===== src/rtl/poly_coeff_loader.sv =====
// rtl/poly_coeff_loader.sv - reduces a signed coefficient stream mod Q and writes it to the coefficient RAM
// Optional feature macro: ZERO_PAD_EN (zero-fill the RAM up to PAD_LEN words after the data).
// Ports:
//   clk, rst_n           clock (rising edge), asynchronous active-low reset
//   start, base_addr     begin a load at base_addr; ignored while busy
//   in_valid, in_data    signed coefficient stream; in_ready marks acceptance
//   mem_we, mem_waddr,   RAM write port, driven one cycle after each transfer
//   mem_wdata
//   busy, done, err      load in progress, completion pulse, sticky out-of-range flag
module poly_coeff_loader #(
  parameter int Q             = 4591,
  parameter int N_COEF        = 757,
  parameter int IN_W          = 14,
  parameter int RAM_WIDTH     = 13,
  parameter int RAM_ADDR_BITS = 11
`ifdef ZERO_PAD_EN
  ,
  parameter int PAD_LEN       = 768
`endif
) (
  input  logic                     clk,
  input  logic                     rst_n,
  input  logic                     start,
  input  logic [RAM_ADDR_BITS-1:0] base_addr,
  input  logic                     in_valid,
  input  logic [IN_W-1:0]          in_data,
  output logic                     in_ready,
  output logic                     mem_we,
  output logic [RAM_ADDR_BITS-1:0] mem_waddr,
  output logic [RAM_WIDTH-1:0]     mem_wdata,
  output logic                     busy,
  output logic                     done,
  output logic                     err
);

`ifdef ZERO_PAD_EN
  localparam int IDX_W = $clog2(PAD_LEN + 1);
`else
  localparam int IDX_W = $clog2(N_COEF + 1);
`endif
  // Two guard bits so both the input range and x+Q are representable.
  localparam int XW = IN_W + 2;

  localparam logic [IDX_W-1:0]     NUM_COEF  = IDX_W'(N_COEF);
  localparam logic [IDX_W-1:0]     LAST_COEF = IDX_W'(N_COEF - 1);
  localparam logic signed [XW-1:0] X_MAX     = XW'(Q - 1);
  localparam logic signed [XW-1:0] X_MIN     = XW'(1 - Q);
  localparam logic signed [XW-1:0] X_Q       = XW'(Q);

`ifdef ZERO_PAD_EN
  localparam logic [IDX_W-1:0]     LAST_PAD  = IDX_W'(PAD_LEN - 1);
  typedef enum logic [2:0] {S_IDLE, S_LOAD, S_FINISH, S_DONE, S_PAD} state_t;
`else
  typedef enum logic [2:0] {S_IDLE, S_LOAD, S_FINISH, S_DONE} state_t;
`endif

  state_t                   state, next_state;
  logic [IDX_W-1:0]         idx;
  logic [RAM_ADDR_BITS-1:0] base_q;
  logic                     xfer;
  logic                     accept_start;
  logic signed [XW-1:0]     x_ext;
  logic [RAM_WIDTH-1:0]     red_data;
  logic                     x_bad;
`ifdef ZERO_PAD_EN
  logic                     pad_wr;
`endif

  assign x_ext = {{(XW-IN_W){in_data[IN_W-1]}}, in_data};

  always_comb begin
    red_data = '0;
    x_bad    = 1'b0;
    if (!x_ext[XW-1] && (x_ext <= X_MAX)) begin
      red_data = RAM_WIDTH'(x_ext);
    end else if (x_ext[XW-1] && (x_ext >= X_MIN)) begin
      red_data = RAM_WIDTH'(x_ext + X_Q);
    end else begin
      x_bad = 1'b1;
    end
  end

  always_ff @(posedge clk or negedge rst_n) begin
    if (!rst_n) begin
      state <= S_IDLE;
    end else begin
      state <= next_state;
    end
  end

  always_comb begin
    next_state   = state;
    in_ready     = 1'b0;
    xfer         = 1'b0;
    accept_start = 1'b0;
    busy         = (state != S_IDLE);
    // done coincides with the S_DONE cycle, which still counts as busy.
    done         = (state == S_DONE);
`ifdef ZERO_PAD_EN
    pad_wr       = 1'b0;
`endif
    case (state)
      S_IDLE: begin
        if (start) begin
          accept_start = 1'b1;
          next_state   = S_LOAD;
        end
      end
      S_LOAD: begin
        in_ready = (idx < NUM_COEF);
        xfer     = in_valid & in_ready;
        if (xfer && (idx == LAST_COEF)) begin
`ifdef ZERO_PAD_EN
          next_state = (PAD_LEN > N_COEF) ? S_PAD : S_FINISH;
`else
          next_state = S_FINISH;
`endif
        end
      end
`ifdef ZERO_PAD_EN
      S_PAD: begin
        pad_wr = 1'b1;
        if (idx == LAST_PAD) next_state = S_FINISH;
      end
`endif
      // The final write is visible on the RAM port during S_FINISH.
      S_FINISH: next_state = S_DONE;
      S_DONE:   next_state = S_IDLE;
      default:  next_state = S_IDLE;
    endcase
  end

  always_ff @(posedge clk or negedge rst_n) begin
    if (!rst_n) begin
      idx       <= '0;
      base_q    <= '0;
      mem_we    <= 1'b0;
      mem_waddr <= '0;
      mem_wdata <= '0;
      err       <= 1'b0;
    end else begin
      mem_we <= 1'b0;
      if (accept_start) begin
        base_q <= base_addr;
        idx    <= '0;
        err    <= 1'b0;
      end
      if (xfer) begin
        mem_we    <= 1'b1;
        mem_waddr <= base_q + RAM_ADDR_BITS'(idx);
        mem_wdata <= red_data;
        idx       <= idx + IDX_W'(1);
        if (x_bad) err <= 1'b1;
      end
`ifdef ZERO_PAD_EN
      if (pad_wr) begin
        mem_we    <= 1'b1;
        mem_waddr <= base_q + RAM_ADDR_BITS'(idx);
        mem_wdata <= '0;
        idx       <= idx + IDX_W'(1);
      end
`endif
    end
  end

endmodule


===== config.mk =====
export PLATFORM = sky130hd
export DESIGN_NAME = poly_coeff_loader
export DESIGN_NICKNAME = d
export VERILOG_FILES = /design/src/rtl/poly_coeff_loader.sv
export SDC_FILE = /design/constraint.sdc
export NUM_CORES = 1
export LEC_CHECK = 0
export CAP_MARGIN = 15
export CORE_UTILIZATION = 50
export CTS_BUF_LIST = sky130_fd_sc_hd__clkbuf_16
export CTS_CLUSTER_DIAMETER = 40
export DETAILED_ROUTE_END_ITERATION = 8
export GPL_ROUTABILITY_DRIVEN = 0
export PLACE_DENSITY_LB_ADDON = 0.12
export RECOVER_POWER = 50
export SLEW_MARGIN = 20
export SYNTH_ARGS = -nofsm -noshare
export SYNTH_HDL_FRONTEND = slang
export SYNTH_SLANG_ARGS = --single-unit

===== constraint.sdc =====
create_clock -name clk -period 2.85 [get_ports clk]
set_input_delay 0.855 -clock clk [delete_from_list [all_inputs] [get_ports clk]]
set_output_delay 0.855 -clock clk [all_outputs]
set_load 0.01 [all_outputs]

# Word level (Yosys, flattened, before mapping)
# Cells that the tools add are included.
# totals
word_cells	45
regBits	50
input_bits	29
output_inout_bits	29
# classes
n_mux	17
bitwise_logic	1
n_eq_ne	6
order_cmp	3
reduce_logical	8
add_sub_neg	3
# ops
cell	count
13-bit two-way mux	2
10-bit two-way mux	2
14-bit >= comparator (second input constant)	1
14-bit <= comparator (second input constant)	1
13-bit adder (second input constant)	1
11-bit by 10-bit adder with 11-bit output	1
10-bit by 1-bit adder with 10-bit output (second input constant)	1
10-bit equality test (second input constant)	1
10-bit < comparator (second input constant)	1
1-bit two-way mux	10
3-bit one-hot mux with 3 select lines	1
3-bit by 2-bit equality test with 1-bit output (second input constant)	2
3-bit two-way mux	2
2-bit != test (second input constant)	2
3-bit by 1-bit equality test with 1-bit output (second input constant)	1
1-bit logical AND	3
3-bit logical NOT	1
3-bit nonzero test	1
2-bit AND reduction	1
2-bit nonzero test	1
1-bit bitwise AND	1
1-bit logical NOT	1

# Logic depth before layout (Yosys ltp)
# logic_depth
depth_word	6
ltp_mapped	9
ltp_nobuf	8

# Worst setup path before layout
# No wires, ideal clock.
# synth_timing
path_kind	flip-flop to flip-flop
start	register idx[0]
end	register mem_waddr[8]
synth_period_minus_slack_ns	2.389
path_stages_with_launch	8
path_slack_ns	0.461
t_arrival_ns	2.263
setup_time_ns	0.126
path_buffers	0
cell_sequence	dfrtp_1 -> ha_1 -> fa_1 -> a211oi_1 -> o21bai_1 -> a2111oi_0 -> nor3_1 -> a221o_1
# synth_via
elab_chain_len	3
word_cells_on_any_way	4
classes_between	1 x add/sub; 1 x order compare; 1 x mux; 1 x bitwise
# synth_lines
item	line_no	text
start: declaration	58	logic [IDX_W-1:0] idx;
start signal: assignment	152	idx <= idx + IDX_W'(1);
10-bit < comparator	110	in_ready = (idx < NUM_COEF);
1-bit bitwise AND	111	xfer = in_valid & in_ready;
1-bit two-way mux	102	case (state)
end signal: assignment	150	mem_waddr <= base_q + RAM_ADDR_BITS'(idx);
end: declaration	29	output logic [RAM_ADDR_BITS-1:0] mem_waddr,
# Parallel ways exist; a longest one is shown, timed or not.
# A chain may end at the register's enable or synchronous reset.

# Worst setup path after layout
# Ends and elaborated chain as after synthesis.

==> results.json <==
{
  "drt_first_iter_violations": 175,
  "ant_cells": 0,
  "floorplan.die.height_um": 79.3,
  "fp-row-count": 27,
  "h-tree-depth": 2,
  "global_route.usage.total_pct": 25.6,
  "critical_path.startpoint": "idx[0]$_DFFE_PN0P_",
  "finalSetupViolations": 0,
  "critical_path_arrival_ns": 2.83,
  "floorplan.initialDensity_pct": 52.9,
  "power_switching_share_pct": 28.1,
  "netlist-cell-type-count": 58,
  "worst_slew_pin_slew_ns": 1.16,
  "port-buffer-count": 57,
  "cell_internal_pwr_w": 0.00129,
  "final_common_cell": "sky130_fd_sc_hd__clkdlybuf4s50_1",
  "synthArstFlopShare_pct": 100,
  "layout_min_cycle_time_ns": 2.65,
  "antenna_violations_before_repair": 0,
  "status": "finished clean",
  "synth_seq_cells": 49,
  "routed_wire_length_per_instance_um": 15.8,
  "layout.cells.most_common_list": "sky130_fd_sc_hd__clkdlybuf4s50_1, sky130_fd_sc_hd__dfrtp_1, sky130_fd_sc_hd__nand2_1",
  "worst_ir_drop_vdd_v": 0.000298,
  "post-route-drc-count": 0,
  "syn-num-nets": 359,
  "setup.worst_path.class": "reg -> reg",
  "powerDensity_nw_per_um2": 460,
  "postSynth.topFlopCell": "sky130_fd_sc_hd__dfrtp_1",
  "slew_headroom_pct": 22.7,
  "max_freq_mhz": 377,
  "reg2reg_slack_ns": 0.20,
  "worstSetupEndpoint": "mem_waddr[8]$_DFFE_PN0P_",
  "path_depth_of_the_worst_reg2reg_path": 8,
  "syn2layout_area_growth_pct": 30.4,
  "switchingPower_w": 0.000503,
  "unrepaired_setup_endpoints_after_global_routing": "no",
  "placeableCoreArea_um2": 5640,
  "ant_nets": 0,
  "numCtsBuffers": 5,
  "grt_overflow": 0,
  "fraction_of_layout_cells_with_a_size_suffix_above_1_pct": 14.0,
  "end_kind": "register",
  "route.detailed.vias_per_inst": 5.77,
  "number_of_max_slew_violations_in_the_final_report": 0,
  "clk_transition_reported_paths_ns": 0.07,
  "detail_route.first_pass.iterations": 4,
  "min_period_over_period_pct": 93.0,
  "grt_first_pass_wirelength_um": 12500,
  "clock_sink_count": 49,
  "floorplan.io_pins": 58,
  "maxCapViolations": 0,
  "crit_start_category": "register",
  "grt_start_max_net_pins": 26,
  "cellLeakagePower_nw": 1.73,
  "critPathMaxFanout": 4,
  "fp.dieArea_um2": 6280,
  "finish.net_count": 434,
  "fillers": 431,
  "dp_slack_ns": -0.0853,
  "die_w_um": 79.3,
  "synth-warning-count": 0,
  "comb_power_share_pct": 22.7,
  "dp_hpwl_um": 5350,
  "skew_ns": 0.00773,
  "final.setup.tns_ns": 0,
  "hold-path-cell-count": 2,
  "synth_cells": 309,
  "ctsRootBufferMaster": "sky130_fd_sc_hd__clkbuf_16",
  "power_frac_clock_pct": 32.5,
  "clock_path_buffers": 2,
  "cts.hold.buffers_added": 0,
  "worstHoldPathType": "reg -> reg",
  "netlist_area_um2": 2980,
  "regToRegEndpoint": "mem_waddr[8]$_DFFE_PN0P_",
  "postLayoutSetupSlackWorst_ns": 0.200,
  "insertion_delay_ns": 0.29,
  "timing_hold_violations_final": 0,
  "postSynthAreaPerCell_um2": 9.66,
  "synth_edf_count": 0,
  "route.final.wire_length_um": 7240,
  "cts_tree": "yes",
  "synth_seq_area_share_pct": 41.1,
  "timing.critical_path.required_ns": 3.03,
  "detailroute.via_count": 2636,
  "critical_path.reg2reg.startpoint": "idx[0]$_DFFE_PN0P_",
  "vias_in_the_first_global_route": 2659,
  "pwr-share-seq_pct": 44.9
}
==> cell usage after synthesis (6+ instances only) <==
cell                       count  area, um2
sky130_fd_sc_hd__nor2_1       28        105
sky130_fd_sc_hd__a31oi_1       6       37.5
sky130_fd_sc_hd__dfrtp_1      49       1230
sky130_fd_sc_hd__buf_2         7       35.0
sky130_fd_sc_hd__a21oi_1      11       55.1
sky130_fd_sc_hd__inv_1        11       41.3
sky130_fd_sc_hd__o21ai_0      28        140
sky130_fd_sc_hd__nand2_1      30        113
sky130_fd_sc_hd__ha_1         20        250
sky130_fd_sc_hd__mux2_2       12        135
sky130_fd_sc_hd__nand3_1       7       35.0
sky130_fd_sc_hd__a211oi_1      7       52.6
==> routing by layer <==
| metal | wire, um | GRT usage [%] | part of all wire (%) | up-vias |
|---|---|---|---|---|
| li1 | - | - | - | 1277 |
| met1 | 3330 | 34.3 | 46 | 1281 |
| met2 | 3460 | 41.8 | 48 | 66 |
| met3 | 322 | 4.25 | 4.4 | 12 |
| met4 | 119 | 8.55 | 1.6 | 0 |
| met5 | 0 | 0 | 0 | - |
==> what timing repair did <==
action / 4_1_cts / 5_1_grt
buffers inserted: 1 / 0
resized for setup: 2 / 3
pin swaps: 0 / 0
endpoints found under the setup margin: 1 / 2
==> cell families (layout without fill, tap and decap cells) <==
logic type	after synthesis	count (layout)	share of synthesized area (%)
buffers and inverters	25	101	3.94
multiplexers	17	17	6.21
XOR/XNOR	8	8	2.35
AO/OA/AOI/OAI	86	86	19.8
AND/OR/NAND/NOR	103	103	17.5
adder cells (fa/ha/maj)	21	21	9.06
flip-flops	49	49	41.1
==> worst min-delay path by stage <==
stage	startpoint	end	slack (ns)
6_report	mem_waddr[9]$_DFFE_PN0P_	mem_waddr[9]$_DFFE_PN0P_	0.48
5_1_grt	mem_waddr[1]$_DFFE_PN0P_	mem_waddr[1]$_DFFE_PN0P_	0.50
4_1_cts	rst_n	mem_we$_DFF_PN0_	0.45
3_5_place_dp	mem_waddr[1]$_DFFE_PN0P_	mem_waddr[1]$_DFFE_PN0P_	0.47
3_3_place_gp	mem_waddr[1]$_DFFE_PN0P_	mem_waddr[1]$_DFFE_PN0P_	0.46
2_1_floorplan	base_q[0]$_DFFE_PN0P_	base_q[0]$_DFFE_PN0P_	0.48
==> per-stage QoR <==
stage	hold WS, ns	util, %	area (um2)	total power, W	instances
floorplan	0.484	-	2980	0.00100	309
detailed placement	0.467	66.3	3740	0.00122	448
global route	0.505	69.0	3890	0.00188	457
CTS	0.451	69.0	3890	0.00180	457
global placement	0.463	66.3	3740	0.00120	448
finish	0.479	69.0	3890	0.00179	457
==> critical path, cell delays in order, from the launching register on <==
cell and delay [ns]:
sky130_fd_sc_hd__dfrtp_2 0.40, sky130_fd_sc_hd__buf_4 0.16, sky130_fd_sc_hd__ha_1 0.25, sky130_fd_sc_hd__fa_1 0.45, sky130_fd_sc_hd__a211oi_1 0.23, sky130_fd_sc_hd__o21bai_1 0.19
sky130_fd_sc_hd__a2111oi_2 0.46, sky130_fd_sc_hd__nor3_1 0.10, sky130_fd_sc_hd__a221o_1 0.31
==> power groups by stage <==
stage	registers, W	clock network (W)	logic [W]
detailed placement	0.000814	0	0.000402
global placement	0.000813	0	0.000388
CTS	0.000802	0.000589	0.000410
finish	0.000803	0.000581	0.000405
floorplan	0.000825	0	0.000175
global route	0.000810	0.000620	0.000452
==> cell type report <==
| type | instances | area (um2) | share of cell area (%) |
|---|---|---|---|
| Clock inverter | 3 | 18.8 | 0.482 |
| Tap cell | 72 | 90.1 | 2.32 |
| Sequential cell | 49 | 1230 | 31.6 |
| Multi-Input combinational cell | 235 | 1650 | 42.3 |
| Clock buffer | 5 | 125 | 3.22 |
| Timing Repair Buffer | 81 | 736 | 18.9 |
| Inverter | 12 | 45.0 | 1.16 |
==> flip-flops by register name (all words and copies together) (netlist names) <==
name / cells
mem_wdata: 13
base_q: 11
mem_waddr: 11
idx: 10
state: 2
err: 1
mem_we: 1
No activity file was read; power rests on OpenSTA's default activity.
